$ cat src/rtl/xifo_pkg.sv
`timescale 1ns/1ps
// Shared types and constants for the xifo queue adapters.
// No logic here; the enum encoding doubles as the reader's occupancy value.
// RD_SKID_DEPTH is the number of entries the stream reader can hold.
package xifo_pkg;

  localparam int RD_SKID_DEPTH = 2;

  typedef enum logic [1:0] {
    RD_EMPTY = 2'd0,
    RD_HALF  = 2'd1,
    RD_FULL  = 2'd2
  } rd_state_e;

endpackage

$ cat src/rtl/xifo_stream_reader.sv
`timescale 1ns/1ps
// Pops a FIFO-mode queue into a 2-entry skid buffer and presents a registered valid/ready stream.
// Latency: entry popped at edge N is on m_data with m_valid=1 from edge N; one transfer per cycle.
// Backpressure: q_pop depends only on state, q_empty and flush; at most 2 pops while m_ready=0.
module xifo_stream_reader
  import xifo_pkg::*;
#(
  parameter int DWidth   = 32,
  parameter int CntWidth = 16
) (
  input  logic                clk,
  input  logic                rst,
  input  logic [DWidth-1:0]   q_data,
  input  logic                q_empty,
  output logic                q_pop,
  output logic                m_valid,
  input  logic                m_ready,
  output logic [DWidth-1:0]   m_data,
  input  logic                flush,
  output logic [1:0]          occupancy,
  output logic [CntWidth-1:0] pop_count
);

  rd_state_e         state;
  rd_state_e         state_nxt;
  logic [DWidth-1:0] main_q;
  logic [DWidth-1:0] skid_q;
  logic              fire;
  logic              load_main_q;
  logic              load_main_skid;
  logic              load_skid;

  // Everything downstream-facing comes straight from registers.
  assign m_valid   = (state != RD_EMPTY);
  assign m_data    = main_q;
  assign occupancy = state;
  assign fire      = m_valid && m_ready;
  assign q_pop     = !q_empty && !flush && (state != RD_FULL);

  // Next state and data-register load selects; flush overrides everything.
  always_comb begin
    state_nxt      = state;
    load_main_q    = 1'b0;
    load_main_skid = 1'b0;
    load_skid      = 1'b0;
    if (flush) begin
      state_nxt = RD_EMPTY;
    end else begin
      case (state)
        RD_EMPTY: begin
          if (q_pop) begin
            state_nxt   = RD_HALF;
            load_main_q = 1'b1;
          end
        end
        RD_HALF: begin
          if (q_pop && fire) begin
            load_main_q = 1'b1;
          end else if (q_pop) begin
            state_nxt = RD_FULL;
            load_skid = 1'b1;
          end else if (fire) begin
            state_nxt = RD_EMPTY;
          end
        end
        RD_FULL: begin
          if (fire) begin
            state_nxt      = RD_HALF;
            load_main_skid = 1'b1;
          end
        end
        default: state_nxt = RD_EMPTY;
      endcase
    end
  end

  // State register.
  always_ff @(posedge clk or posedge rst) begin
    if (rst) state <= RD_EMPTY;
    else     state <= state_nxt;
  end

  // Data registers: head entry in main_q, overflow entry parked in skid_q.
  always_ff @(posedge clk) begin
    if (load_main_q)         main_q <= q_data;
    else if (load_main_skid) main_q <= skid_q;
    if (load_skid)           skid_q <= q_data;
  end

  // Free-running pop statistic, wraps naturally.
  always_ff @(posedge clk or posedge rst) begin
    if (rst)        pop_count <= '0;
    else if (q_pop) pop_count <= pop_count + CntWidth'(1);
  end

endmodule

$ cat config.mk
export PLATFORM = sky130hd
export DESIGN_NAME = xifo_stream_reader
export DESIGN_NICKNAME = d
export VERILOG_FILES = /design/src/rtl/xifo_pkg.sv /design/src/rtl/xifo_stream_reader.sv
export SDC_FILE = /design/constraint.sdc
export NUM_CORES = 1
export LEC_CHECK = 0
export ABC_AREA = 1
export ABC_CLOCK_PERIOD_IN_PS = 3700
export CORE_MARGIN = 5
export CORE_UTILIZATION = 35
export DETAILED_ROUTE_END_ITERATION = 8
export GPL_TIMING_DRIVEN = 1
export HOLD_SLACK_MARGIN = 0.08
export PLACE_DENSITY_LB_ADDON = 0.08
export SLEW_MARGIN = 15
export SYNTH_ARGS = -nofsm -noshare
export SYNTH_HDL_FRONTEND = slang
export SYNTH_SLANG_ARGS = --single-unit
export TNS_END_PERCENT = 10
$ cat constraint.sdc
create_clock -name clk -period 3.7 [get_ports clk]
set_input_delay 0.74 -clock clk [delete_from_list [all_inputs] [get_ports clk]]
set_output_delay 0.74 -clock clk [all_outputs]
set_load 0.02 [all_outputs]
# ---- After elaboration in Yosys (flattened, before gate mapping)
# Index checks and enable logic that the tools add are counted.
dict set report word_totals {
  in_bits 37
  latch_bits 0
  register_bits 82
  mem_bits_ro 0
  mem_count 0
  word_cells 41
  ramBits 0
}
dict set report classes {
  mul 0
  n_bitwise 0
  addsub 1
  reduce_logical 10
  eq_ne 7
  shifts 0
  n_lt_le_gt_ge 0
  n_mux 19
  div_mod_pow 0
}
# cell n
set ops {}
lappend ops {{two-way mux 32 bit} 2}
lappend ops {{adder 16 x 1 -> 16 bit, second input constant} 1}
lappend ops {{two-way mux 2 bit} 6}
lappend ops {{two-way mux 1 bit} 9}
lappend ops {{!= test 3 bit, second input constant} 3}
lappend ops {{case mux 2 bit (3 select lines)} 1}
lappend ops {{logical AND 1 bit} 4}
lappend ops {{!= test 4 bit, second input constant} 1}
lappend ops {{AND reduction 4 bit} 1}
lappend ops {{nonzero test 2 bit} 2}
lappend ops {{equality test 2 x 1 -> 1 bit, second input constant} 1}
lappend ops {{equality test 2 bit, second input constant} 1}
lappend ops {{logical NOT 1 bit} 2}
lappend ops {{logical NOT 2 bit} 1}
lappend ops {{!= test 2 bit, second input constant} 1}
lappend ops {{case mux 1 bit (2 select lines)} 1}

# ---- Longest topological paths before layout
dict set report logic_depth {
  word_depth 8
  depth_mapped 10
  depth_no_buf 9
}

# ---- Worst setup path before layout
# Ideal clock, no wire load.
dict set report synth_timing {
  path_kind {input to register}
  from {input port m_ready}
  to {register main_q[0] (netlist: m_data[0]), enable pin}
  arrival_time_ns 3.104
  path_slack_ns 0.130
  stages 2
  required_time_ns 3.234
  cell_sequence {nand3_1 > o21ai_0}
}
dict set report synth_via {
  elab_chain_cells 6
  word_cells_on_any_way 9
}
# element line_no
set synth_rtl {}
lappend synth_rtl {{from (decl)} xifo_stream_reader.sv:17} ;# input logic m_ready,
lappend synth_rtl {{logical AND 1 bit (*)} xifo_stream_reader.sv:37} ;# assign fire = m_valid && m_ready;
lappend synth_rtl {{logical AND 1 bit} xifo_stream_reader.sv:57} ;# if (q_pop && fire) begin
lappend synth_rtl {{two-way mux 1 bit} xifo_stream_reader.sv:57}
lappend synth_rtl {{case mux 1 bit (2 select lines)} xifo_stream_reader.sv:49} ;# case (state)
lappend synth_rtl {{two-way mux 1 bit} xifo_stream_reader.sv:46} ;# if (flush) begin
lappend synth_rtl {{nonzero test 2 bit (no source line) (*)} -}
lappend synth_rtl {{to (signal assigned)} xifo_stream_reader.sv:85} ;# if (load_main_q) main_q <= q_data;
lappend synth_rtl {{to (signal assigned)} xifo_stream_reader.sv:86} ;# else if (load_main_skid) main_q <= skid_q;
lappend synth_rtl {{to (decl)} xifo_stream_reader.sv:26} ;# logic [DWidth-1:0] main_q;
# Every way passes the cells marked *; elsewhere a longest branch is shown, timed or not.
# A chain may end at the register's enable or synchronous reset.

# ---- Final worst setup path
dict set report layout_timing {
  from {input port flush}
  to {output port q_pop}
}
dict set report layout_via {
  elab_chain_cells 3
}
# element line_no
set layout_rtl {}
lappend layout_rtl {{from (decl)} xifo_stream_reader.sv:19} ;# input logic flush,
lappend layout_rtl {{logical NOT 1 bit} xifo_stream_reader.sv:38} ;# assign q_pop = !q_empty && !flush && (state != RD_FULL);
lappend layout_rtl {{logical AND 1 bit (2 in a row)} xifo_stream_reader.sv:38}
lappend layout_rtl {{to (decl)} xifo_stream_reader.sv:15} ;# output logic q_pop,
# Every way passes these cells.

==> flow_results.xml <==
<?xml version="1.0" encoding="UTF-8"?>
<metrics>
  <group name="cts">
    <metric name="cts_inserted_buffers" unit="">9</metric>
    <metric name="clock_tree.htree_level_count" unit="">3</metric>
    <metric name="cts_tree" unit="">done</metric>
    <metric name="post_cts.resized_instances" unit="">0</metric>
    <metric name="clk_pin_slew_worst_paths" unit="ns">0.09</metric>
    <metric name="hold_buffers" unit="">0</metric>
    <metric name="cts_root_buffer" unit="">clkbuf_8</metric>
    <metric name="postCtsSetupBuffers" unit="">0</metric>
    <metric name="cts.path.max_buffers" unit="">2</metric>
    <metric name="clkLatencyLatePin" unit="ns">0.34</metric>
    <metric name="cts.sinks" unit="">82</metric>
  </group>
  <group name="sta">
    <metric name="finalHoldViolCount" unit="">0</metric>
    <metric name="timing.setup.tns" unit="ns">0</metric>
    <metric name="timing.final.crit_period" unit="ns">3.06</metric>
    <metric name="slew_headroom" unit="%">31.0</metric>
    <metric name="final.period_utilization" unit="%">82.6</metric>
    <metric name="finalSetupViolCount" unit="">0</metric>
    <metric name="worst_clock_skew" unit="ns">0.00935</metric>
    <metric name="grt_setup_unrepaired" unit="">no</metric>
    <metric name="fmax" unit="MHz">327</metric>
    <metric name="tightest_slew" unit="ns">1.03</metric>
    <metric name="final_max_slew_viol_count" unit="">0</metric>
  </group>
  <group name="critical_path">
    <metric name="worstSetupEndpointType" unit="">primary output</metric>
    <metric name="critPathLaunchType" unit="">input pin</metric>
    <metric name="critical_path.max_fanout" unit="">7</metric>
    <metric name="required" unit="ns">2.96</metric>
    <metric name="timing.critical_path.arrival" unit="ns">2.32</metric>
    <metric name="ff2ff_setup_slack" unit="ns">1.72</metric>
    <metric name="setup.worst_path.class" unit="">input pin to primary output</metric>
  </group>
  <group name="power_and_ir_drop">
    <metric name="power_density" unit="nW/um2">485</metric>
    <metric name="vdd_ir_drop_max" unit="V">0.000269</metric>
    <metric name="p_leak" unit="uW">0.00181</metric>
  </group>
  <group name="logic_synthesis">
    <metric name="synth-warning-count" unit="">0</metric>
    <metric name="yosysSeqAreaShare" unit="%">71.9</metric>
    <metric name="synth_top_cell_area_share" unit="%">58.3</metric>
    <metric name="yosys-top-cells-count" unit="">124 x nand2_1, 64 x edfxtp_1, 18 x dfrtp_1, 16 x inv_1, 10 x nor2_1</metric>
    <metric name="asyncSetResetFlopFracSynth" unit="%">22.0</metric>
    <metric name="ys.flop_type" unit="">edfxtp_1</metric>
    <metric name="post-synth-top-area-cell" unit="">edfxtp_1</metric>
    <metric name="synthCells" unit="">278</metric>
    <metric name="mappedNetlistNets" unit="">316</metric>
    <metric name="synth_most_common_cell" unit="">nand2_1</metric>
    <metric name="synth_enable_flop_cells" unit="">64</metric>
    <metric name="post_synth_num_cell_types" unit="">23</metric>
    <metric name="synth_seq_cells" unit="">82</metric>
    <metric name="netlist_area" unit="um2">3300</metric>
    <metric name="top_cells_by_area_synth" unit="">edfxtp_1 58%, nand2_1 14%, dfrtp_1 14%</metric>
    <metric name="synth.avg_cell_area" unit="um2">11.9</metric>
  </group>
  <group name="min_path">
    <metric name="hold_path_class" unit="">flop to flop</metric>
  </group>
  <group name="detailed_routing">
    <metric name="antenna_left" unit="">0</metric>
    <metric name="drtPass1Iterations" unit="">4</metric>
    <metric name="wl_per_cell" unit="um">13.5</metric>
    <metric name="detailroute.via_count" unit="">2118</metric>
    <metric name="first_iter_violations" unit="">45</metric>
    <metric name="routed_via_density" unit="">4.32</metric>
    <metric name="remaining_routing_drc_violations" unit="">0</metric>
    <metric name="drt_wl_total" unit="um">6630</metric>
  </group>
  <group name="place">
    <metric name="dpl_wire_length" unit="um">4540</metric>
    <metric name="placement.cell_area" unit="um2">4300</metric>
    <metric name="place.port_buffers" unit="">88</metric>
    <metric name="final_wtd_congestion" unit="">0.803</metric>
  </group>
  <group name="floorplanning">
    <metric name="placementRows" unit="">35</metric>
    <metric name="design.portCount" unit="">89</metric>
    <metric name="initial_utilization" unit="%">35.9</metric>
    <metric name="die_h" unit="um">107</metric>
    <metric name="fp.coreArea" unit="um2">9200</metric>
    <metric name="die_area" unit="um2">11500</metric>
    <metric name="die_w" unit="um">107</metric>
  </group>
  <group name="flow_run">
    <metric name="timing.max_cap.violations" unit="">0</metric>
  </group>
  <group name="final_layout">
    <metric name="final_area" unit="um2">4490</metric>
    <metric name="area.growth.synth_to_final" unit="%">36.3</metric>
    <metric name="diodes" unit="">0</metric>
    <metric name="post_route_cells_drive_above_1_share" unit="%">7.92</metric>
    <metric name="layout.nets" unit="">412</metric>
  </group>
  <group name="grt">
    <metric name="grt_pass1_vias" unit="">2030</metric>
    <metric name="groute.usage.overall" unit="%">11.5</metric>
    <metric name="globalRouteOverflowTotal" unit="">0</metric>
    <metric name="grt_first_pass_wirelength" unit="um">10200</metric>
    <metric name="largest_net_degree_at_the_start_of_global_routing" unit="">34</metric>
    <metric name="initial_antenna_violation_count" unit="">0</metric>
  </group>
  <group name="run_status">
    <metric name="outcome" unit="">finished clean</metric>
  </group>
</metrics>
-- worst paths after layout --
check,from,end,depth (start not counted)
setup reg to reg,occupancy[0],m_data[0],8
min in group asynchronous,rst,pop_count[2],2
setup / recovery,flush,q_pop,5
hold / removal,pop_count[5],pop_count[5],1
hold reg to reg,pop_count[5],pop_count[5],1
max in group asynchronous,rst,pop_count[9],2
-- registers in the layout, summed over array words and instances (netlist names) --
name	flops
m_data	32
occupancy	2
pop_count	16
skid_q	32
-- critical path: stages --
cell and delay (ns):
clkdlybuf4s50_1 0.52, nor2_2 0.20, nand2_4 0.13, inv_1 0.11
clkdlybuf4s50_1 0.61
-- metal layers --
metal	global-route usage (%)	up-vias	part of all wire (%)
li1	-	1097	-
met1	13.9	953	45
met2	18.6	63	47
met3	5.42	5	7.7
met4	3.01	0	0.90
met5	0	-	0
-- through the flow --
step	hold slack, ns	setup slack, ns	std cells	power [uW]	util, %
3_3_place_gp	0.491	0.640	474	1550	46.7
5_1_grt	0.528	0.582	490	2290	48.9
4_1_cts	0.507	0.632	490	2210	48.9
2_1_floorplan	0.487	0.130	278	1360	-
6_report	0.509	0.644	490	2180	48.9
3_5_place_dp	0.486	0.639	474	1550	46.7
-- power by group --
| part | internal, uW | leakage, uW | switching, uW |
|---|---|---|---|
| clock network | 317 | 0.0000943 | 333 |
| registers | 1080 | 0.000814 | 50.3 |
| logic | 183 | 0.000901 | 217 |
-- layout make-up --
| type | instances | area [um2] |
|---|---|---|
| fillers | 848 | 4700 |
| flip-flops and latches | 82 | 2370 |
| repair buffers | 91 | 903 |
| multi-input cells | 172 | 811 |
| well taps | 111 | 139 |
| clock buffers | 9 | 124 |
| clock inverters | 7 | 75.1 |
| inverters | 18 | 70.1 |
-- cell families after synthesis --
kind of cell,after synthesis,share of synthesized area [%]
and+or+nand+nor,155,19.5
DFF,82,71.9
buffers and inverters,24,4.06
xor gates and xnor gates,11,2.92
AOI/OAI and AO/OA,5,1.18
adders and majority gates,1,0.379
-- cells in the final DEF (no fill, tap or decap) --
cell type and instances:
nand2_1 124, clkdlybuf4s50_1 88, edfxtp_1 64, dfrtp_1 18, inv_1 16, nor2_1 9, clkbuf_8 9, nand3_1 6
xor2_1 6, xnor2_1 5, nor2_4 4, nand4_1 4, nor3_1 3, inv_6 3, buf_4 3, nand2_2 2
o21ai_0 2, o21ai_4 2, clkinvlp_4 2, inv_2 1, nor2_2 1, nand2_4 1, o21bai_1 1, inv_4 1
nand3b_1 1, ha_1 1, clkinv_1 1, bufinv_16 1
Power figures use the tool's default switching activity.
